[src/rtl/mem_copy_initiator.sv]
// Copy engine driving one read and one write port of the block memory controller.
// Reads are credit-limited so that in-flight data always fits the internal FIFO.
module mem_copy_initiator #(
  parameter int ADDR_W     = 12,
  parameter int DATA_W     = 32,
  parameter int LEN_W      = 13,
  parameter int FIFO_DEPTH = 4
) (
  input  logic              clk,
  input  logic              reset,
  input  logic              start,
  input  logic [ADDR_W-1:0] src_addr,
  input  logic [ADDR_W-1:0] dst_addr,
  input  logic [LEN_W-1:0]  len,
  output logic              busy,
  output logic              done,
  output logic              err,
  output logic              rd_req,
  output logic [ADDR_W-1:0] rd_addr,
  input  logic              rd_gnt,
  input  logic              rd_valid,
  input  logic [DATA_W-1:0] rd_data,
  output logic              wr_req,
  output logic [ADDR_W-1:0] wr_addr,
  output logic [DATA_W-1:0] wr_data,
  input  logic              wr_gnt
);

  localparam int PTR_W = $clog2(FIFO_DEPTH);
  localparam int CNT_W = PTR_W + 1;

  localparam logic [1:0] S_IDLE = 2'd0;
  localparam logic [1:0] S_RUN  = 2'd1;
  localparam logic [1:0] S_DONE = 2'd2;

  logic [1:0]        state;
  logic [LEN_W-1:0]  rd_left;
  logic [LEN_W-1:0]  wr_left;
  logic [CNT_W-1:0]  fifo_count;
  logic [CNT_W-1:0]  outstanding;
  logic [PTR_W-1:0]  head;
  logic [PTR_W-1:0]  tail;
  logic [DATA_W-1:0] fifo_mem [FIFO_DEPTH];
  logic [CNT_W:0]    in_flight;
  logic              run;
  logic              rd_fire;
  logic              wr_fire;
  logic              push;

  assign run       = (state == S_RUN);
  assign busy      = run;
  assign done      = (state == S_DONE);
  // Words already buffered plus words still on their way back.
  assign in_flight = {1'b0, fifo_count} + {1'b0, outstanding};
  assign rd_req    = run && (rd_left != '0) && (in_flight < (CNT_W+1)'(FIFO_DEPTH));
  assign wr_req    = run && (fifo_count != '0);
  assign wr_data   = fifo_mem[head];
  assign rd_fire   = rd_req && rd_gnt;
  assign wr_fire   = wr_req && wr_gnt;
  assign push      = run && rd_valid && (outstanding != '0);

  always_ff @(posedge clk) begin
    if (reset) begin
      state       <= S_IDLE;
      err         <= 1'b0;
      rd_addr     <= '0;
      wr_addr     <= '0;
      rd_left     <= '0;
      wr_left     <= '0;
      fifo_count  <= '0;
      outstanding <= '0;
      head        <= '0;
      tail        <= '0;
      for (int i = 0; i < FIFO_DEPTH; i++) fifo_mem[i] <= '0;
    end else begin
      case (state)
        S_IDLE: if (start) begin
          rd_addr <= src_addr;
          wr_addr <= dst_addr;
          rd_left <= len;
          wr_left <= len;
          err     <= 1'b0;
          state   <= S_RUN;
        end
        S_RUN: if ((wr_left == '0) || (wr_fire && (wr_left == LEN_W'(1)))) state <= S_DONE;
        S_DONE: state <= S_IDLE;
        default: state <= S_IDLE;
      endcase

      if (rd_fire) begin
        rd_addr <= rd_addr + ADDR_W'(1);
        rd_left <= rd_left - LEN_W'(1);
      end
      if (wr_fire) begin
        wr_addr <= wr_addr + ADDR_W'(1);
        wr_left <= wr_left - LEN_W'(1);
        head    <= head + PTR_W'(1);
      end
      if (push) begin
        fifo_mem[tail] <= rd_data;
        tail           <= tail + PTR_W'(1);
      end

      case ({push, wr_fire})
        2'b10:   fifo_count <= fifo_count + CNT_W'(1);
        2'b01:   fifo_count <= fifo_count - CNT_W'(1);
        default: fifo_count <= fifo_count;
      endcase
      case ({rd_fire, push})
        2'b10:   outstanding <= outstanding + CNT_W'(1);
        2'b01:   outstanding <= outstanding - CNT_W'(1);
        default: outstanding <= outstanding;
      endcase

      // Data returned with nothing requested is dropped and flagged.
      if (run && rd_valid && (outstanding == '0)) err <= 1'b1;
    end
  end

endmodule

[config.mk]
export PLATFORM = sky130hd
export DESIGN_NAME = mem_copy_initiator
export DESIGN_NICKNAME = d
export VERILOG_FILES = /design/src/rtl/mem_copy_initiator.sv
export SDC_FILE = /design/constraint.sdc
export NUM_CORES = 1
export LEC_CHECK = 0
export CORE_MARGIN = 5
export CORE_UTILIZATION = 49
export DETAILED_ROUTE_END_ITERATION = 8
export PLACE_DENSITY = 0.87
export SYNTH_ARGS = -nofsm -noshare
export SYNTH_HDL_FRONTEND = slang
export SYNTH_SLANG_ARGS = --single-unit
[constraint.sdc]
create_clock -name clk -period 3 [get_ports clk]
set_input_delay 0.75 -clock clk [delete_from_list [all_inputs] [get_ports clk]]
set_output_delay 0.75 -clock clk [all_outputs]
set_load 0.05 [all_outputs]
# Word level (Yosys, flattened, before mapping)
# Memories as Yosys holds them, arrays and structs flattened. A register that Yosys moved wholly into a read port is not among the register bits.
# Cells that the tools add are included.
op_classes:
  n_mux: 28
  shifts: 0
  order_cmp: 1
  n_eq_ne: 9
  add_sub_neg: 11
  div_mod_pow: 0
  bitwise_logic: 0
  n_mul: 0
  reduce_logical: 29
op_table:
  columns: ["operator", "n"]
  rows:
  - ["12-bit two-way mux", 6]
  - ["13-bit two-way mux", 4]
  - ["32-bit two-way mux", 1]
  - ["32-bit OR reduction", 1]
  - ["13-bit by 1-bit subtractor with 13-bit output (second input constant)", 2]
  - ["12-bit by 1-bit adder with 12-bit output (second input constant)", 2]
  - ["2-bit nonzero test", 8]
  - ["13-bit by 1-bit equality test with 1-bit output (second input constant)", 1]
  - ["13-bit zero test", 1]
  - ["13-bit nonzero test", 1]
  - ["3-bit one-hot mux with 2 select lines", 2]
  - ["2-bit two-way mux", 5]
  - ["1-bit logical AND", 9]
  - ["1-bit two-way mux", 9]
  - ["2-bit AND reduction", 4]
  - ["3-bit by 1-bit adder with 3-bit output (second input constant)", 2]
  - ["2-bit by 1-bit equality test with 1-bit output (second input constant)", 3]
  - ["2-bit equality test (second input constant)", 3]
  - ["3-bit nonzero test", 2]
  - ["3-bit by 1-bit subtractor with 3-bit output (second input constant)", 2]
  - ["2-bit by 1-bit adder with 2-bit output (second input constant)", 2]
  - ["3-bit by 3-bit adder with 4-bit output", 1]
  - ["4-bit by 3-bit < comparator with 1-bit output (second input constant)", 1]
  - ["2-bit one-hot mux with 2 select lines", 1]
  - ["other kinds (5)", 5]
word_totals:
  ram_bits: 128
  rom_bits: 0
  out_inout_bits: 61
  reg_bits: 63
  latch_bits: 0
  wordCells: 89
  mem_count: 1
memory_table:
  columns: ["memory", "depth", "word_bits", "rd", "rd_ports_with_merged_regs", "wr", "line", "source"]
  rows:
  - ["fifo_mem", 4, 32, 1, 1, 4, "43", "logic [DATA_W-1:0] fifo_mem [FIFO_DEPTH];"]

# Depth between registers and ports, before layout
# Gate-level depths: netlist (run 1).
depth:
  depth_word: 8
  depth_mapped: 14
  depth_no_buf: 12

# Worst setup path after synthesis (run 1)
# OpenSTA, ideal clock, no wires.
synth_timing:
  path_type: "input to register"
  startpoint: "input rd_valid"
  endpoint: "memory fifo_mem[1][0], enable pin"
  stages: 3
  path_slack_ns: -0.166
  arrival_ns: 2.738
  t_required_ns: 2.572
  n_path_buf: 0
  path_cell_list: "nor3b_2 inv_1 o21bai_1"
synth_lines:
  columns: ["item", "line", "source"]
  rows:
  - ["start: declaration", "21", "input logic rd_valid,"]
  - ["end: declaration", "43", null]

# Final worst setup path (run 1)
layout_timing:
  startpoint: "register rd_left[0]"
  endpoint: "output rd_req"
layout_between:
  elab_chain_cells: 3
layout_lines:
  columns: ["item", "line", "source"]
  rows:
  - ["start: declaration", "37", "logic [LEN_W-1:0] rd_left;"]
  - ["start signal: assignment", "80", "rd_left <= len;"]
  - ["start signal: assignment", "92", "rd_left <= rd_left - LEN_W'(1);"]
  - ["13-bit nonzero test", "55", "assign rd_req = run && (rd_left != '0) && (in_flight < (CNT_W+1)'(FIFO_DEPTH));"]
  - ["1-bit logical AND (2 in a row)", "55", null]
  - ["end: declaration", "18", "output logic rd_req,"]
# No other way between the ends.

==> summary.txt, run 1 <==
Status
  • Outcome: completed

Floorplan
  • Core ar.: 17900 um2
  • Rows: 49
  • Initial Utilization: 49.7%
  • Die X-Extent: 145 um
  • Die area: 20900 um2
  • Die height: 145 um
  • Io pins: 136

Global route
  • Met2 usage: 35.4%
  • First-pass GRT wire length: 34.1 mm
  • Met3 Resource Use GR: 3.52%
  • GRT Overall Usage: 20.8%
  • Number of global-route vias before repair: 6593
  • Met1 Use GR: 27.9%
  • Grt peak-use layer: met2
  • Grt total ovfl: 0
  • Initial antenna violation count: 0
  • Largest net degree at the start of global routing: 47

Routing
  • Wirelength per Cell: 18.7 um
  • DRT iter0 DRCs: 585
  • Via Count: 6778
  • Drt pass-1 iters: 6
  • Final ANT Viol Nets: 0
  • Post-Route WL: 21.5 mm
  • Vias/cell: 5.90
  • DRC: 0

STA
  • Fmax: 343 MHz
  • Fin. Hold Viols: 0
  • Post-route setup slack: 0.0881 ns
  • Total negative slack: 0 ns
  • Hold slack: 0.462 ns
  • Final Skew: 0.0111 ns
  • Tcrit/Tclk final: 97.1%
  • Slew of the pin with the lowest slew margin: 0.609 ns
  • # setup viols final: 0
  • Final Max Slew Viols: 0
  • Relative slew slack: 59.0%
  • Final Critical Period: 2.91 ns

Placed design
  • PortBufs: 135
  • Detailed placer's ending HPWL: 14.0 mm
  • Inst Count DP: 1113
  • Post-DP Area: 10900 um2
  • Place WS: 0.0855 ns
  • Routability-driven placement congestion ratio: 0.830

Synthesis
  • Post-Synthesis Cells: 772
  • Number of enable flip-flop cells after synthesis: 128
  • FFs w/ async S/R, synth: 0%
  • Synth cell types: 59
  • Ys flop type: edfxtp_1
  • Synth Register Bits: 193
  • Post-synth design cell area: 8900 um2
  • Syn_nets: 859
  • Seq/Total Area, Yosys: 57.8%
  • Synth warnings: 0
  • Syn_area_per_cell: 11.5 um2

Hold path
  • Hold crit path type: register to register
  • Hold path depth: 1

CTS
  • Hold buffer count at CTS: 0
  • Number of buffers created by CTS: 17
  • Clock-pin slew on the worst setup and hold paths: 0.08 ns
  • TritonCTS clock tree: built
  • H-tree levels: 4
  • Worst-Skew Late Latency: 0.43 ns
  • # clock sinks: 193
  • Max Buffers Root-to-Sink: 2
  • CTS Root Cell: clkbuf_16

Layout
  • # nets final: 992
  • Core Util, Final: 64.8%
  • Design area: 11600 um2
  • Final cell count without fillers: 1148
  • Share of post-route cells with drive strength above 1: 16.0%
  • Area growth, synth to finish: 30.4%

Power and ir drop
  • Worst ir drop on vdd: 531 uV
  • Total power: 6.42 mW
  • PD cells: 554 nW/um2
  • Pleak: 4.24 nW

Critical path
  • CP max FO: 5
  • Setup CP Type: register to primary output
  • Reg2Reg Depth: 12
  • Worst setup EP type: primary output
  • Worst Path Required: 2.25 ns
  • CP arrival: 2.16 ns
  • Startpoint types: register

Flow run
  • MaxCap Viol Count: 0
Yosys cell counts, types with 8 or more instances:
cell / count / share of area (%)
or3_1: 15 / 1.1
nand2_1: 65 / 2.7
nor4_1: 8 / 0.56
or4_1: 10 / 0.84
nor2_1: 94 / 4.0
mux4_2: 32 / 8.1
ha_1: 10 / 1.4
nor3_1: 10 / 0.56
nand3_1: 24 / 1.4
inv_1: 52 / 2.2
and2_1: 34 / 2.4
o311ai_0: 8 / 0.79
dfxtp_1: 65 / 15
o21ai_0: 13 / 0.73
clkbuf_1: 31 / 1.3
a32oi_1: 9 / 0.89
buf_1: 10 / 0.42
a31oi_1: 23 / 1.6
a21oi_1: 30 / 1.7
edfxtp_1: 128 / 43
sequential cells by signal (all words and copies together) (netlist names), named ones only:
name / cells
fifo_mem: 128
rd_left: 13
wr_left: 13
rd_addr: 12
wr_addr: 12
fifo_count: 3
outstanding: 3
head: 2
state: 2
tail: 2
err: 1
routing by layer:
metal / up-vias / routed length, um
met5: - / 0
met1: 3330 / 8730
met4: 0 / 358
met3: 31 / 1550
met2: 299 / 10900
li1: 3118 / -
logic make-up after synthesis:
| group | synth area share (%) |
|---|---|
| AO/OA/AOI/OAI | 10.3 |
| adder cells (fa/ha/maj) | 1.86 |
| AND/OR/NAND/NOR | 16.4 |
| multiplexers | 8.10 |
| buffers and inverters | 4.70 |
| XOR/XNOR | 0.788 |
| flip-flops | 57.8 |
critical path: stages, from the launching register on:
cell     delay (ns)
dfxtp_4        0.36
inv_1          0.09
ha_4           0.14
or4b_4         0.48
nor4_4         0.38
nor2_1         0.10
buf_6          0.17
area by class of cell:
class / instances / area (um2)
Fill cell: 1284 / 6300
Sequential cell: 193 / 5150
Multi-Input combinational cell: 479 / 3370
Timing Repair Buffer: 160 / 1940
Clock buffer: 17 / 425
Tap cell: 229 / 287
Clock inverter: 15 / 215
Inverter: 54 / 208
Antenna cell: 1 / 2.50
worst paths after layout:
path	start	end	slack, ns
worst max register to register	rd_left[0]$_SDFFE_PP0P_	outstanding[2]$_SDFFE_PP0P_	0.10
worst min-delay path	rd_left[0]$_SDFFE_PP0P_	rd_left[0]$_SDFFE_PP0P_	0.46
worst max-delay path	rd_left[0]$_SDFFE_PP0P_	rd_req	0.09
worst min register to register	rd_left[0]$_SDFFE_PP0P_	rd_left[0]$_SDFFE_PP0P_	0.46
placed cells by master (no fill, tap or decap), drive strengths merged, types with 10 or more instances in the layout:
master,Yosys,final
nand3,24,24
inv,54,63
buf,15,59
clkdlybuf4s50,0,101
nor2,94,94
a31oi,23,23
edfxtp,128,128
or3,15,15
o21ai,14,14
a21oi,30,30
or4,11,11
clkbuf,31,17
nor3,11,11
and2,34,34
dfxtp,65,65
mux4,32,32
nand2,65,65
ha,10,10
where the power goes:
part / switching (mW) / internal (mW) / total, mW
sequential: 0.0964 / 2.95 / 3.05
combinational: 0.555 / 0.429 / 0.984
clock: 1.16 / 1.23 / 2.39
total: 1.81 / 4.62 / 6.42
repair_timing:
action	CTS	global route
buffers inserted	0	2
gates resized for setup	0	7
setup endpoints to repair	0	2
(Power assumes the default switching activity.)
==> run 2: changes to the inputs <==
REMOVE_ABC_BUFFERS = 1   (was default)
==> run 2 against run 1 <==
Net effect:
- final area decreased by 0.51%
- wire length about the same
- utilization decreased by 0.33 points
- clock-buffer cell count increased by 3
- via count decreased by 1.6%
- sequential share of layout area increased by 0.22 points
- combinational power decreased by 0.7%
- worst setup slack got worse by 0.042 ns
- global-route usage increased by 0.055 points
- power decreased by 3.2%
- critical path type unchanged
==> summary.txt, run 2 (synthesis gave the netlist of run 1 again) <==
Placed design
  • Routability-driven placement congestion ratio: 0.874 (was 0.830)
  • Inst Count DP: 1115 (was 1113)
  • Detailed placer's ending HPWL: 14.7 mm (was 14.0 mm)
  • PortBufs: 135 (unchanged)
  • Post-DP Area: 10900 um2 (about the same)

Floorplan
  • Die area: 20900 um2 (unchanged)
  • Die height: 145 um (unchanged)
  • Initial Utilization: 49.7% (unchanged)
  • Core ar.: 17900 um2 (unchanged)
  • Io pins: 136 (unchanged)
  • Rows: 49 (unchanged)
  • Die X-Extent: 145 um (unchanged)

CTS
  • Number of buffers created by CTS: 17 (unchanged)
  • Max Buffers Root-to-Sink: 2 (unchanged)
  • Worst-Skew Late Latency: 0.42 ns (was 0.43 ns)
  • # clock sinks: 193 (unchanged)
  • CTS Root Cell: clkbuf_16 (unchanged)
  • H-tree levels: 4 (unchanged)
  • Clock-pin slew on the worst setup and hold paths: 0.07 ns (was 0.08 ns)
  • TritonCTS clock tree: built (unchanged)

Power and ir drop
  • Flop pwr share: 49.1% (was 47.5%)
  • Logic gate share of total power: 15.7% (was 15.3%)
  • Sw frac: 25.9% (was 28.1%)
  • Worst ir drop on vdd: 446 uV (was 531 uV)
  • Pleak: 4.20 nW (was 4.24 nW)
  • Clock share of power: 35.2% (was 37.2%)
  • Psw: 1.61 mW (was 1.81 mW)
  • Total power: 6.22 mW (was 6.42 mW)
  • Int Power: 4.61 mW (was 4.62 mW)
  • PD cells: 539 nW/um2 (was 554 nW/um2)

Layout
  • Filler instances: 1338 (was 1284)
  • Most frequent cells in the layout: edfxtp_1, clkdlybuf4s50_1, nor2_1 (unchanged)
  • Sequential cell area: 5150 um2 (about the same)
  • Top flop regs: fifo_mem x128, rd_left x13, wr_left x13 (unchanged)
  • Max FFs per register: 128 (unchanged)
  • Area of the multi-input gates: 3400 um2 (was 3370 um2)
  • Most common cell after layout, fill and taps aside: edfxtp_1 (unchanged)
  • Final cell count without fillers: 1149 (was 1148)
  • Area growth, synth to finish: 29.8% (was 30.4%)
  • # nets final: 993 (was 992)
  • Share of post-route cells with drive strength above 1: 16.1% (was 16.0%)
  • Top reg by flops: fifo_mem (unchanged)
  • Design area: 11500 um2 (was 11600 um2)

STA
  • Relative slew slack: 44.4% (was 59.0%)
  • Slew of the pin with the lowest slew margin: 0.827 ns (was 0.609 ns)
  • Fmax: 339 MHz (was 343 MHz)
  • Tcrit/Tclk final: 98.5% (was 97.1%)
  • Final Max Slew Viols: 0 (unchanged)
  • Final Skew: 0.00819 ns (was 0.0111 ns)
  • # setup viols final: 0 (unchanged)
  • Fin. Hold Viols: 0 (unchanged)
  • Final Critical Period: 2.95 ns (was 2.91 ns)

Global route
  • Largest net degree at the start of global routing: 62 (was 47)
  • Initial antenna violation count: 0 (unchanged)
  • Grt total ovfl: 0 (unchanged)
  • Number of global-route vias before repair: 6696 (was 6593)
  • GRT Overall Usage: 20.9% (was 20.8%)
  • First-pass GRT wire length: 34.2 mm (was 34.1 mm)

Critical path
  • Setup CP Type: register to primary output (unchanged)
  • CP max FO: 5 (unchanged)
  • Worst setup EP type: primary output (unchanged)
  • Startpoint types: register (unchanged)
  • CP arrival: 2.20 ns (was 2.16 ns)
  • Worst Path Required: 2.25 ns (about the same)

Hold path
  • Hold crit path type: register to register (unchanged)

Routing
  • Post-Route WL: 21.5 mm (about the same)
  • Via Count: 6667 (was 6778)
  • DRT iter0 DRCs: 403 (was 585)
  • Final ANT Viol Nets: 0 (unchanged)
  • Vias/cell: 5.80 (was 5.90)
  • Drt pass-1 iters: 5 (was 6)
  • Wirelength per Cell: 18.7 um (about the same)
  • DRC: 0 (unchanged)

Flow run
  • MaxCap Viol Count: 0 (unchanged)

Status
  • Outcome: completed (unchanged)
==> run 2: per-stage QoR <==
step | hold slack, ns | TNS [ns] | util, % | setup WS [ns]
after floorplan | 0.441 | -75.13 | - | -1.26
after global placement | 0.457 | 0 | 61.1 | 0.198
after detailed placement | 0.478 | 0 | 61.1 | 0.137
after CTS | 0.488 | 0 | 64.3 | 0.0260
after global routing | 0.479 | -0.0229 | 64.5 | -0.0229
final | 0.470 | 0 | 64.5 | 0.0460
==> run 2: path summary, 6_finish.rpt <==
check | from | to | slack [ns] | cells past startpoint
max | rd_left[0]$_SDFFE_PP0P_ | rd_req | 0.05 | 6
min | rd_left[0]$_SDFFE_PP0P_ | rd_left[0]$_SDFFE_PP0P_ | 0.47 | 1
max reg2reg | rd_left[0]$_SDFFE_PP0P_ | outstanding[2]$_SDFFE_PP0P_ | 0.12 | 12
min reg2reg | rd_left[0]$_SDFFE_PP0P_ | rd_left[0]$_SDFFE_PP0P_ | 0.47 | 1
==> run 2: critical path: stages, from the launching register on <==
cell	delay, ns
dfxtp_2	0.34
inv_1	0.06
ha_2	0.18
or4b_4	0.49
nor4_4	0.41
nor2_2	0.10
buf_4	0.20
==> run 2: routing by layer <==
layer  wire length [um]  track usage [%]  share of wire (%)  up-vias
met5                  0                0                  0        -
met4                184             4.57               0.86        0
met3               1720             4.60                8.0       20
met2              11000             36.0                 51      277
met1               8560             27.3                 40     3254
li1                   -                -                  -     3116
==> run 2: final cells by class <==
class | count | share of cell area [%]
clock inverter | 12 | 1.14
sequential | 193 | 44.6
timing repair buffer | 161 | 16.8
inverter | 54 | 1.80
antenna | 1 | 0.0217
clock buffer | 20 | 3.78
tap | 229 | 2.48
multi-input combinational | 479 | 29.4
==> run 2: timing repair <==
action / 4_1_cts / 5_1_grt
hold buffers: 0 / 0
resized for setup: 0 / 9
buffers inserted: 0 / 1
endpoints found under the setup margin: 0 / 2
==> run 2: power by group through the flow <==
stage | Sequential, mW | Combinational, mW | Clock, mW
after floorplan | 3.17 | 0.448 | 0
after global placement | 3.10 | 0.946 | 0
after detailed placement | 3.11 | 0.960 | 0
after CTS | 3.05 | 0.964 | 2.23
after global routing | 3.07 | 1.04 | 2.34
final | 3.05 | 0.977 | 2.19
==> run 3: changes to the inputs <==
CTS_BUF_LIST = sky130_fd_sc_hd__clkbuf_8 sky130_fd_sc_hd__clkbuf_16   (was default)
SKIP_CTS_REPAIR_TIMING = 1   (was default)
==> run 3 against run 2 <==
Net effect:
- clock-buffer cell count shrank 3
- highest routed layer unchanged
- largest cell class unchanged
- wire length is essentially flat
- critical path type unchanged
- cell count is the same
==> summary.txt, run 3 (synthesis gave the netlist of run 1 again) <==
Routing
  • Final ANT Viol Nets: 0 (unchanged)
  • DRC: 0 (unchanged)
  • Vias/cell: 5.79 (was 5.80)
  • DRT iter0 DRCs: 413 (was 403)
  • Drt pass-1 iters: 5 (unchanged)
  • Via Count: 6657 (was 6667)
  • Post-Route WL: 21.5 mm (about the same)
  • Wirelength per Cell: 18.7 um (about the same)

Critical path
  • Startpoint types: register (unchanged)
  • CP max FO: 5 (unchanged)
  • Worst setup EP type: primary output (unchanged)
  • CP max stage delay: 0.49 ns (about the same)
  • CP arrival: 2.21 ns (was 2.20 ns)
  • Worst Path Required: 2.25 ns (about the same)
  • Setup CP Type: register to primary output (unchanged)
  • R2r setup slk: 0.12 ns (about the same)
  • Crit path cell chain: inv_1 > ha_2 > or4b_4 > nor4_4 > nor2_2 > buf_4 (unchanged)
  • Crit-path slowest cell: or4b_4 (unchanged)

Floorplan
  • Io pins: 136 (unchanged)
  • Core ar.: 17900 um2 (unchanged)
  • Rows: 49 (unchanged)
  • Die area: 20900 um2 (unchanged)
  • Initial Utilization: 49.7% (unchanged)
  • Die X-Extent: 145 um (unchanged)
  • Die height: 145 um (unchanged)

Status
  • Outcome: completed (unchanged)

STA
  • Final Max Slew Viols: 0 (unchanged)
  • Final Skew: 0.00816 ns (was 0.00819 ns)
  • Relative slew slack: 44.4% (about the same)
  • Final Critical Period: 2.96 ns (was 2.95 ns)
  • Slew of the pin with the lowest slew margin: 0.827 ns (about the same)
  • Fmax: 338 MHz (was 339 MHz)
  • Tcrit/Tclk final: 98.5% (about the same)
  • # setup viols final: 0 (unchanged)
  • Total negative slack: 0 ns (unchanged)
  • Hold slack: 0.470 ns (about the same)
  • Post-route setup slack: 0.0445 ns (was 0.0460 ns)
  • Fin. Hold Viols: 0 (unchanged)

Power and ir drop
  • Pleak: 4.21 nW (was 4.20 nW)
  • PD cells: 538 nW/um2 (was 539 nW/um2)
  • Worst ir drop on vdd: 448 uV (was 446 uV)

Global route
  • GRT Overall Usage: 20.9% (unchanged)
  • Grt total ovfl: 0 (unchanged)
  • Largest net degree at the start of global routing: 62 (unchanged)
  • Number of global-route vias before repair: 6696 (unchanged)
  • First-pass GRT wire length: 34.2 mm (unchanged)
  • Initial antenna violation count: 0 (unchanged)

Placed design
  • PortBufs: 135 (unchanged)
  • Place WS: 0.137 ns (unchanged)
  • Detailed placer's ending HPWL: 14.7 mm (unchanged)
  • Inst Count DP: 1115 (unchanged)
  • Routability-driven placement congestion ratio: 0.874 (unchanged)

Layout
  • Share of post-route cells with drive strength above 1: 16.1% (unchanged)
  • Area growth, synth to finish: 29.8% (unchanged)
  • Max FFs per register: 128 (unchanged)
  • Filler instances: 1338 (unchanged)
  • Final cell count without fillers: 1149 (unchanged)
  • Most common cell after layout, fill and taps aside: edfxtp_1 (unchanged)
  • # nets final: 993 (unchanged)
  • Core Util, Final: 64.5% (unchanged)
  • Top flop regs: fifo_mem x128, rd_left x13, wr_left x13 (unchanged)
  • Top reg by flops: fifo_mem (unchanged)
  • Most frequent cells in the layout: edfxtp_1, clkdlybuf4s50_1, nor2_1 (unchanged)

CTS
  • Clock-pin slew on the worst setup and hold paths: 0.07 ns (about the same)
  • Max Buffers Root-to-Sink: 2 (unchanged)
  • H-tree levels: 4 (unchanged)
  • CTS Root Cell: clkbuf_16 (unchanged)
  • # clock sinks: 193 (unchanged)
  • Number of buffers created by CTS: 17 (unchanged)
  • TritonCTS clock tree: built (unchanged)
  • Worst-Skew Late Latency: 0.42 ns (about the same)

Hold path
  • Hold crit path type: register to register (unchanged)

Flow run
  • MaxCap Viol Count: 0 (unchanged)
run 3: cell count changes in the layout (fill, tap and decap cells not counted):
| cell | previous run | this run |
|---|---|---|
| inv_1 | 52 | 55 |
| clkbuf_1 | 3 | 0 |
run 3: report_power, final:
| group | internal, mW | leakage (nW) | switching, mW |
|---|---|---|---|
| logic | 0.422 | 2.08 | 0.554 |
| clock network | 1.22 | 0.277 | 0.964 |
| registers | 2.96 | 1.86 | 0.0961 |
| total | 4.60 | 4.21 | 1.61 |
run 3: critical path, delay by kind of cell, from the launching register on:
family / cells / cell delay, ns
and+or+nand+nor: 3 / 1.00
DFF: 1 / 0.34
buffers and inverters: 2 / 0.26
adders and majority gates: 1 / 0.18
run 3: final timing paths:
kind	startpoint	end	cells after the start
max	rd_left[0]$_SDFFE_PP0P_	rd_req	6
max reg2reg	rd_left[0]$_SDFFE_PP0P_	outstanding[2]$_SDFFE_PP0P_	12
min reg2reg	rd_left[0]$_SDFFE_PP0P_	rd_left[0]$_SDFFE_PP0P_	1
min	rd_left[0]$_SDFFE_PP0P_	rd_left[0]$_SDFFE_PP0P_	1
run 3: cell type report:
| class | instances | area, um2 | area share (%) |
|---|---|---|---|
| repair buffers | 161 | 1930 | 16.8 |
| inverters | 54 | 208 | 1.80 |
| multi-input cells | 479 | 3400 | 29.4 |
| diodes | 1 | 2.50 | 0.0217 |
| clock buffers | 17 | 425 | 3.68 |
| clock inverters | 15 | 143 | 1.24 |
| flip-flops and latches | 193 | 5150 | 44.6 |
| well taps | 229 | 287 | 2.48 |
run 3: stage by stage:
step / area [um2] / power (mW)
after floorplan: 8690 / 3.62
after global placement: 10900 / 4.04
after detailed placement: 10900 / 4.07
after CTS: 11500 / 6.23
after global routing: 11500 / 6.44
final: 11500 / 6.21
run 3: routing by layer:
| metal | global-route usage [%] | up-vias | part of all wire [%] |
|---|---|---|---|
| met2 | 36.0 | 301 | 51 |
| met3 | 4.60 | 18 | 8.3 |
| li1 | - | 3117 | - |
| met4 | 4.57 | 0 | 0.78 |
| met1 | 27.3 | 3221 | 40 |
| met5 | 0 | - | 0 |
